**src/rtl/alu_pkg.sv**
```systemverilog
// Shared ALU definitions: result-buffer states and FLAGS bit positions.
// The entry struct is declared where Nbits is known (see adder_result_stage).
package alu_pkg;

    typedef enum logic [1:0] {
        ST_EMPTY = 2'd0,
        ST_ONE   = 2'd1,
        ST_TWO   = 2'd2
    } buf_state_e;

    localparam int FLAG_N = 3;
    localparam int FLAG_Z = 2;
    localparam int FLAG_C = 1;
    localparam int FLAG_V = 0;

endpackage

```
**src/rtl/adder_flag_gen.sv**
```systemverilog
// Combinational N/Z/C/V flag derivation from a raw adder result.
module adder_flag_gen
    import alu_pkg::*;
#(
    parameter int Nbits = 4
) (
    input  logic [Nbits-1:0] sum,
    input  logic             c_out,
    input  logic             overflow,
    output logic [3:0]       flags
);

    always_comb begin
        flags         = 4'b0000;
        flags[FLAG_N] = sum[Nbits-1];
        flags[FLAG_Z] = (sum == '0);
        flags[FLAG_C] = c_out;
        flags[FLAG_V] = overflow;
    end

endmodule

```
**src/rtl/adder_result_stage.sv**
```systemverilog
// Registered output stage behind the ripple-carry adder: two-entry skid buffer
// with registered IN_READY, flag capture, sticky overflow and saturating count.
module adder_result_stage
    import alu_pkg::*;
#(
    parameter int Nbits = 4,
    parameter int CNTW  = 8
) (
    input  logic             CLK,
    input  logic             RST_N,
    input  logic             IN_VALID,
    output logic             IN_READY,
    input  logic [Nbits-1:0] SUM,
    input  logic             C_OUT,
    input  logic             OVERFLOW,
    output logic             OUT_VALID,
    input  logic             OUT_READY,
    output logic [Nbits-1:0] RESULT,
    output logic [3:0]       FLAGS,
    input  logic             CLR_STICKY,
    output logic             STICKY_V,
    output logic [CNTW-1:0]  OVF_COUNT
);

    typedef struct packed {
        logic [Nbits-1:0] sum;
        logic [3:0]       flags;
    } entry_t;

    buf_state_e      state_q, state_d;
    entry_t          main_q, main_d;
    entry_t          skid_q, skid_d;
    logic            sticky_q, sticky_d;
    logic [CNTW-1:0] cnt_q, cnt_d;

    logic [3:0] in_flags;
    entry_t     in_entry;
    logic       accept;
    logic       drain;
    logic       accept_v;

    adder_flag_gen #(
        .Nbits(Nbits)
    ) u_flag_gen (
        .sum      (SUM),
        .c_out    (C_OUT),
        .overflow (OVERFLOW),
        .flags    (in_flags)
    );

    assign in_entry  = '{sum: SUM, flags: in_flags};
    assign IN_READY  = (state_q != ST_TWO);
    assign OUT_VALID = (state_q != ST_EMPTY);
    assign RESULT    = main_q.sum;
    assign FLAGS     = main_q.flags;
    assign STICKY_V  = sticky_q;
    assign OVF_COUNT = cnt_q;

    assign accept   = IN_VALID & IN_READY;
    assign drain    = OUT_VALID & OUT_READY;
    assign accept_v = accept & in_flags[FLAG_V];

    always_comb begin
        state_d = state_q;
        main_d  = main_q;
        skid_d  = skid_q;
        case (state_q)
            ST_EMPTY: begin
                if (accept) begin
                    state_d = ST_ONE;
                    main_d  = in_entry;
                end
            end
            ST_ONE: begin
                if (accept && drain) begin
                    main_d = in_entry;
                end else if (accept) begin
                    state_d = ST_TWO;
                    skid_d  = in_entry;
                end else if (drain) begin
                    state_d = ST_EMPTY;
                end
            end
            ST_TWO: begin
                // IN_READY is low here, so only the drain side can move.
                if (drain) begin
                    state_d = ST_ONE;
                    main_d  = skid_q;
                end
            end
            default: state_d = ST_EMPTY;
        endcase
    end

    always_comb begin
        sticky_d = sticky_q;
        cnt_d    = cnt_q;
        if (CLR_STICKY) begin
            // A V=1 entry landing on the clear cycle is counted, not lost.
            sticky_d = accept_v;
            cnt_d    = accept_v ? {{(CNTW-1){1'b0}}, 1'b1} : '0;
        end else if (accept_v) begin
            sticky_d = 1'b1;
            if (!(&cnt_q)) begin
                cnt_d = cnt_q + {{(CNTW-1){1'b0}}, 1'b1};
            end
        end
    end

    always_ff @(posedge CLK or negedge RST_N) begin
        if (!RST_N) begin
            state_q  <= ST_EMPTY;
            main_q   <= '0;
            skid_q   <= '0;
            sticky_q <= 1'b0;
            cnt_q    <= '0;
        end else begin
            state_q  <= state_d;
            main_q   <= main_d;
            skid_q   <= skid_d;
            sticky_q <= sticky_d;
            cnt_q    <= cnt_d;
        end
    end

endmodule

```
**config.mk**
```make
export PLATFORM = sky130hd
export DESIGN_NAME = adder_result_stage
export DESIGN_NICKNAME = d
export VERILOG_FILES = /design/src/rtl/alu_pkg.sv /design/src/rtl/adder_flag_gen.sv /design/src/rtl/adder_result_stage.sv
export SDC_FILE = /design/constraint.sdc
export NUM_CORES = 1
export LEC_CHECK = 0
export ABC_AREA = 1
export CORE_UTILIZATION = 40
export DETAILED_ROUTE_END_ITERATION = 12
export PLACE_DENSITY = 0.75
export SYNTH_ARGS = -nofsm -noshare
export SYNTH_HDL_FRONTEND = slang
export SYNTH_SLANG_ARGS = --single-unit
```
**constraint.sdc**
```tcl
create_clock -name CLK -period 3.3 [get_ports CLK]
set_clock_uncertainty 0.2 [all_clocks]
set_input_delay 0.99 -clock CLK [delete_from_list [all_inputs] [get_ports CLK]]
set_output_delay 0.99 -clock CLK [all_outputs]
set_load 0.01 [all_outputs]
```
; Yosys cells after proc, flatten, opt, wreduce, memory -nomap -nowiden
; Cells that the tools add are included.
[totals]
regBits = 27
in_bits = 11
out_inout_bits = 19
elab_cells = 48
[classes]
add_sub_neg = 1
n_eq_ne = 9
n_mux = 16
bitwise = 4
reduce_logical = 11
[op_table]
columns = cell, n
row1 = 8-bit 2-to-1 mux, 6
row2 = 8-bit case mux with 3 select lines, 1
row3 = "2-bit inequality test, second input constant", 6
row4 = 2-bit 2-to-1 mux, 5
row5 = "8-bit by 1-bit adder with 8-bit output, second input constant", 1
row6 = 4-bit AND reduction, 2
row7 = 8-bit AND reduction, 1
row8 = 2-bit case mux with 3 select lines, 1
row9 = 4-bit logical NOT, 1
row10 = 2-bit nonzero test, 2
row11 = 1-bit bitwise AND, 3
row12 = 1-bit 2-to-1 mux, 3
row13 = "3-bit inequality test, second input constant", 1
row14 = 3-bit AND reduction, 1
row15 = 3-bit nonzero test, 1
row16 = "2-bit by 1-bit equality test with 1-bit output, second input constant", 1
row17 = "2-bit equality test, second input constant", 1
row18 = 2-bit logical NOT, 1
row19 = 2-bit AND reduction, 1
row20 = 1-bit logical AND, 1
row21 = 1-bit NOT, 1

; Depth between registers and ports, before layout
; Gate-level depths: netlist of run 1.
[depth]
depth_word = 6
mapped_depth = 8
mapped_depth_nobuf = 7

; Modules after synthesis
; A second synthesis of run 1 with hierarchy kept.
[unflattened]
cells_unflattened = 173
area_unflattened_um2 = 1402.6
[by_module_without_submodules]
columns = module, instances, cells_per_inst, area_each_um2, seq_area_each_um2
row1 = adder_result_stage, 1, 163, 1353.8, 675.6
row2 = adder_flag_gen, 1, 10, 48.8, 0.0

; Worst setup path after synthesis of run 1
; No wires, ideal clock.
[synth_path]
path_type = input to register
from = input CLR_STICKY
to = register cnt_q[2], in the netlist OVF_COUNT[2]
setup_ns = 0.118
arrival_time_ns = 1.621
required_ns = 2.982
setup_slack_ns = 1.361
stages = 6
path_buffers = 1
path_cell_list = clkinv_1 > nand2_1 > nand2_4 > buf_8 > nand2_1 > o21ai_2
[synth_between]
elab_chain_len = 2
elab_cells_between_ends = 4
classes_between = eq/ne (1) / mux (1) / reduce/logical (2)
[synth_lines]
columns = element, line_no
row1 = start: declaration, adder_result_stage.sv:20  ; input logic CLR_STICKY,
row2 = 2-bit inequality test (no source line) / 2-bit nonzero test (equally long branches), --
row3 = 2-bit AND reduction (no source line), --
row4 = end signal: assignment, adder_result_stage.sv:122  ; cnt_q <= cnt_d;
row5 = end: declaration, adder_result_stage.sv:34  ; logic [CNTW-1:0] cnt_q, cnt_d;
; Several ways; a longest one is shown, not always the timed one.
; A chain may end at the register's enable or synchronous reset.

; Worst setup path after layout of run 1
[layout_path]
from = register state_q[1]
to = output IN_READY
[layout_between]
elab_chain_len = 1
[layout_lines]
columns = element, line_no
row1 = start: declaration, adder_result_stage.sv:30  ; buf_state_e state_q, state_d;
row2 = start signal: assignment, adder_result_stage.sv:118  ; state_q <= state_d;
row3 = 2-bit inequality test, adder_result_stage.sv:52  ; assign IN_READY = (state_q != ST_TWO);
row4 = end: declaration, adder_result_stage.sv:12  ; output logic IN_READY,
; No other way between the ends.

==> results of run 1 <==
-- flip-flops by register name, summed over array words and instances (netlist names) --
name       flops
OVF_COUNT      8
skid_q         7
FLAGS          4
RESULT         3
state_q        2
STICKY_V       1
-- worst reg2reg max path: stages, from the launching register on --
cell and delay [ns]:
dfrtp_1 0.42, inv_1 0.13, nand2_4 0.14, o21ai_0 0.15, nand2_2 0.18, inv_1 0.22
o211ai_1 0.14, nand2_1 0.08
-- layer usage --
layer	up-vias	global-route usage, %	part of all wire, %
met5	-	0	0
met3	4	1.978	3.3
met2	27	29.23	49
met1	514	23.80	47
met4	0	6.122	0.95
li1	561	-	-
-- layout make-up --
class | count | area (sq um)
fill | 294 | 1404
sequential | 25 | 625.6
multi-input combinational | 108 | 540.5
timing repair buffer | 30 | 297.8
inverter | 20 | 75.07
tap | 44 | 55.05
clock buffer | 3 | 22.52
clock inverter | 1 | 7.507
-- per-stage QoR --
stage                     utilization (%)  total power, uW  cell area (sq um)
after floorplan                         -            657.9               1274
after global placement              52.64            814.0               1594
after detailed placement            52.64            831.2               1594
after CTS                           53.64            969.3               1624
after global routing                53.64             1033               1624
final                               53.64            958.1               1624
-- path summary, 6_finish.rpt --
path | startpoint | end | slack, ns | depth (start not counted)
setup / recovery | state_q[1] | IN_READY | 0.58 | 2
hold / removal | FLAGS[0] | FLAGS[0] | 0.30 | 2
setup reg to reg | state_q[0] | FLAGS[3] | 1.58 | 7
hold reg to reg | FLAGS[0] | FLAGS[0] | 0.30 | 2
max in group asynchronous | RST_N | skid_q[4] | 1.84 | 2
min in group asynchronous | RST_N | OVF_COUNT[0] | 0.81 | 2
-- power breakdown --
group	internal, uW	leakage, uW	total, uW	switching, uW
clock network	46.1	0.0000139	136	89.5
logic	177	0.000439	360	183
registers	399	0.000322	462	63.1
total	622	0.000775	958	336
-- cells in the mapped netlist, drive strengths merged --
cell and number:
o21ai 18, nand3b 1, nand3 8, o211ai 6, nor2 9, o21bai 1, buf 4, clkinv 1
a21oi 3, xor2 1, nand2 58, nand4 2, inv 19, dfrtp 25, ha 1
-- logic make-up (layout without fill, tap and decap cells) --
group	after synthesis	after routing	synth area share (%)
AND/OR/NAND/NOR	78	78	27.21
adder cells (fa/ha/maj)	1	1	0.9822
XOR/XNOR	1	1	0.6877
flip-flops	25	25	49.12
AO/OA/AOI/OAI	28	28	13.56
buffers and inverters	24	54	8.447
-- layout by cell type (no fill, tap or decap) --
cell	Yosys	routed
a21oi_1	3	3
o211ai_1	6	6
nand2_1	53	53
nand2_4	2	2
nand4_1	2	2
inv_2	1	1
nor2_1	8	8
dfrtp_1	25	25
o21ai_2	4	4
ha_1	1	1
nand3_2	1	1
nand2_2	3	3
buf_4	1	1
o21ai_0	12	12
nor2_4	1	1
clkinv_1	1	1
o21ai_1	2	2
xor2_1	1	1
clkdlybuf4s50_1	0	29
clkinvlp_4	0	1
nand3_1	7	7
o21bai_1	1	1
clkbuf_4	0	3
inv_1	18	18
nand3b_1	1	1
==> metrics.txt, run 1 <==
status=finished clean; worst-skew pair later-pin latency=0.31 ns; top cells by area, synth=dfrtp_1 49%, nand2_1 16%, inv_1 5.3%, o21ai_0 4.7%, o211ai_1 3.5%; CTS sink count=25; Cell variety after synth=24; non-filler instance count after layout=231; top-area cell type share of the netlist area=49.12%; placed instance count=227; post-route minimum period=2.723 ns; GR Util All Layers=17.54%; Routed Antenna Nets=0; Min-Delay Path Class=flop to flop; critical path type=flop to primary output; Slew HR=67.22%; die area=3414 sq um; CTS clk-pin slew, worst paths=0.15 ns; Vias/cell=4.788; CTS tree=built; worst-path cell chain=nand2_4 > clkdlybuf4s50_1; hold slack=0.2989 ns; H-Tree Depth=1; Worst Tran Pin Value=0.4903 ns; Net Count, Synth=169; Final period util=82.50%; share of post-route cells with drive strength above 1=9.091%; CP endpoint kind=primary output; Initial Util=42.07%; Crit-path slowest cell=clkdlybuf4s50_1; Final setup viols=0; Die H=58.43 microns; drt total wl=2634 microns; Root Driver=clkbuf_4; Final Max Tran Viols=0; Final WS setup=0.5774 ns; drt pass-1 iters=4; area delta synth->final=27.51%; Crit path max-delay family=buffers and inverters; final hold viol count=0; maximum clock path buffer count=2; Max IR drop VDD=315.2 uV; Mapped Cells=157; CP Launch Type=flop; core area=3028 sq um; DP Wirelength=1993 microns; die width=58.43 microns; number of global-route vias before repair=1088; Required @ worst endpoint=2.11 ns; CTS Buf Count=3; FMAX=367.3 MHz; antenna violations before repair=0; Max FO, Critical Path=17; pre-CTS setup slack=0.6401 ns; routed vias=1106; RSZ-0062 raised after global routing=false; LEAKAGE=0.0007754 uW; max-cap violations=0; GRT overflow=0; slowest stage delay, CP=0.57 ns; Mapped Area=1274 sq um; worst path bufs/invs=1; I/O pin count=30; Routed WL per cell=11.40 microns; CTS Hold Bufs=0; first-pass GRT wire length=4685 microns; register bit total from synthesis=25; TNS Setup=0 ns; crit path DAT=1.53 ns; # DRC=0; postcts setup bufs=0; row count=20; Placer Congestion=0.7897; register area share after synthesis=49.12%; PwrDens=589.9 nW/um^2; nets=200; post-CTS resize count=0; largest area contributor in the netlist=dfrtp_1; Yosys warnings=0; largest net degree at the start of global routing=26; DRT iter0 DRCs=38; Avg Inst Size Synth=8.113 sq um; IO buf count=29; diode count=0
Note: power is estimated with default switching activity, not from simulation.
==> run 2, diff against run 1 <==
--- a/config.mk
+++ b/config.mk
@@ -8,7 +8,7 @@
 export ABC_AREA = 1
 export CORE_UTILIZATION = 40
 export DETAILED_ROUTE_END_ITERATION = 12
-export PLACE_DENSITY = 0.75
+export PLACE_DENSITY = 0.78
 export SYNTH_ARGS = -nofsm -noshare
 export SYNTH_HDL_FRONTEND = slang
 export SYNTH_SLANG_ARGS = --single-unit
==> constraint.sdc (replaced) <==
create_clock -name CLK -period 2.3 [get_ports CLK]
set_clock_uncertainty 0.2 [all_clocks]
set_input_delay 0.69 -clock CLK [delete_from_list [all_inputs] [get_ports CLK]]
set_output_delay 0.69 -clock CLK [all_outputs]
set_load 0.01 [all_outputs]
==> metrics.txt, run 2 (synthesis gave the netlist of run 1 again) <==
# DRC=1 (was 0); Final Max Tran Viols=0 (unchanged); Final setup viols=0 (unchanged); DP Wirelength=1862 microns (was 1993 microns); antenna violations before repair=0 (unchanged); Max FO, Critical Path=5 (was 17); CTS tree=built (unchanged); maximum clock path buffer count=2 (unchanged); Required @ worst endpoint=1.41 ns (was 2.11 ns); Vias/cell=4.579 (was 4.788); Routed WL per cell=10.63 microns (was 11.40 microns); RSZ-0062 raised after global routing=false (unchanged); number of global-route vias before repair=1016 (was 1088); drt total wl=2498 microns (was 2634 microns); fillcell total=311 (was 294); total power=1384 uW (was 958.1 uW); area delta synth->final=29.86% (was 27.51%); failing checks=DRC; status=finished with violations (was finished clean); die width=58.43 microns (unchanged); PwrDens=836.5 nW/um^2 (was 589.9 nW/um^2); first-pass GRT wire length=4519 microns (was 4685 microns); Max IR drop VDD=345.6 uV (was 315.2 uV); Initial Util=42.07% (unchanged); Hold Path End=FLAGS[2] (was FLAGS[0]); H-Tree Depth=1 (unchanged); drt pass-1 iters=8 (was 4); DRT iter0 DRCs=46 (was 38); Root Driver=clkbuf_4 (unchanged); LEAKAGE=0.0007918 uW (was 0.0007754 uW); slowest stage delay, CP=0.56 ns (was 0.57 ns); Final period util=96.29%; Slew HR=79.03% (was 67.22%); GR Util All Layers=17.32% (was 17.54%); CP startpoint=OVF_COUNT[1] (was state_q[1]); CP endpoint kind=primary output (unchanged); TNS Setup=0 ns (unchanged); largest net degree at the start of global routing=26 (unchanged); IO buf count=29 (unchanged); CTS sink count=25 (unchanged); final hold viol count=0 (unchanged); die area=3414 sq um (unchanged); diode count=0 (unchanged); Min-Delay Path Class=flop to flop (unchanged); CTS clk-pin slew, worst paths=0.13 ns (was 0.15 ns); nets=204 (was 200); core area=3028 sq um (unchanged); FMAX=451.5 MHz; I/O pin count=30 (unchanged); Crit-path slowest cell=clkdlybuf4s50_1 (unchanged); R2R setup slack=0.68 ns (was 1.58 ns); final instance area=1654 sq um (was 1624 sq um); row count=20 (unchanged); CP Launch Type=flop (unchanged); max reg flops=8 (unchanged); hold slack=0.2908 ns (was 0.2989 ns); Routed Antenna Nets=0 (unchanged); worst hold start=FLAGS[2] (was FLAGS[0]); Final WS setup=0.08522 ns (was 0.5774 ns); crit path DAT=1.32 ns (was 1.53 ns); Die H=58.43 microns (unchanged); Crit path max-delay family=buffers and inverters (unchanged); postcts setup bufs=0 (unchanged); pre-CTS setup slack=0.1307 ns (was 0.6401 ns); most frequent cells in the layout=53 x nand2_1, 27 x clkdlybuf4s50_1, 23 x dfrtp_1 (was 53 x nand2_1, 29 x clkdlybuf4s50_1, 25 x dfrtp_1); GRT overflow=0 (unchanged); routed vias=1076 (was 1106); CTS Buf Count=3 (unchanged); max-cap violations=0 (unchanged); Worst Tran Pin Value=0.3146 ns (was 0.4903 ns); critical path type=flop to primary output (unchanged); worst-path cell chain=clkdlybuf4s50_1 (was nand2_4 > clkdlybuf4s50_1); Worst R2R End=OVF_COUNT[6] (was FLAGS[3]); hold-critical path depth=2 (unchanged); R2R depth=7 (unchanged); worst path bufs/invs=1 (unchanged); Placer Congestion=0.8495 (was 0.7897); FF-to-FF Start=state_q[1] (was state_q[0]); commonest non-fill, non-tap cell in the layout=nand2_1 (unchanged); post-route minimum period=2.215 ns; worst-skew pair later-pin latency=0.32 ns (was 0.31 ns); share of post-route cells with drive strength above 1=12.04% (was 9.091%); placed cell areas=1624 sq um (was 1594 sq um)
## run 2: cell types whose count changed in the layout (fill, tap and decap cells not counted), moves of 2 or more
cell and change:
buf_4 +4, dfrtp_2 +2, dfrtp_1 -2, clkdlybuf4s50_1 -2
## run 2: layout make-up
cell class              count  area, sq um  share of cell area, %
clock buffers               4        26.28                  1.588
inverters                  20        75.07                  4.539
multi-input cells         108        540.5                  32.68
flip-flops and latches     25        628.1                  37.97
well taps                  44        55.05                  3.328
repair buffers             34        329.1                  19.89
## run 2: report_power, final
| group | internal, uW | leakage [uW] | switching [uW] |
|---|---|---|---|
| Combinational | 262 | 0.000457 | 260 |
| Clock | 68.1 | 0.0000150 | 130 |
| Sequential | 574 | 0.000320 | 89.2 |
## run 2: worst max-delay path by stage
| stage | endpoint | cells after the start | slack (ns) |
|---|---|---|---|
| finish | OVF_COUNT[1] | 1 | 0.09 |
| global route | OVF_COUNT[3] | 1 | 0.01 |
| CTS | IN_READY | 3 | 0.006 |
| detailed placement | RESULT[1] | 7 | 0.13 |
| global placement | FLAGS[1] | 7 | 0.17 |
| floorplan | OVF_COUNT[2] | 6 | 0.66 |
## run 2: per-layer routing
metal  up-vias  part of all wire [%]  track usage (%)
li1        568                     -                -
met1       486                    50            24.08
met2        17                    46            26.60
met3         5                   1.8            1.319
met4         0                   2.8            10.20
met5         -                     0                0
## run 2: what timing repair did
item	in CTS	in global routing
resized for setup	1	4
hold buffers	0	0
endpoints found under the setup margin	1	3
## run 2: stage by stage
stage / utilization, % / cells
floorplan: - / 157
global placement: 53.64 / 231
detailed placement: 53.64 / 231
CTS: 54.46 / 235
global route: 54.63 / 235
finish: 54.63 / 235
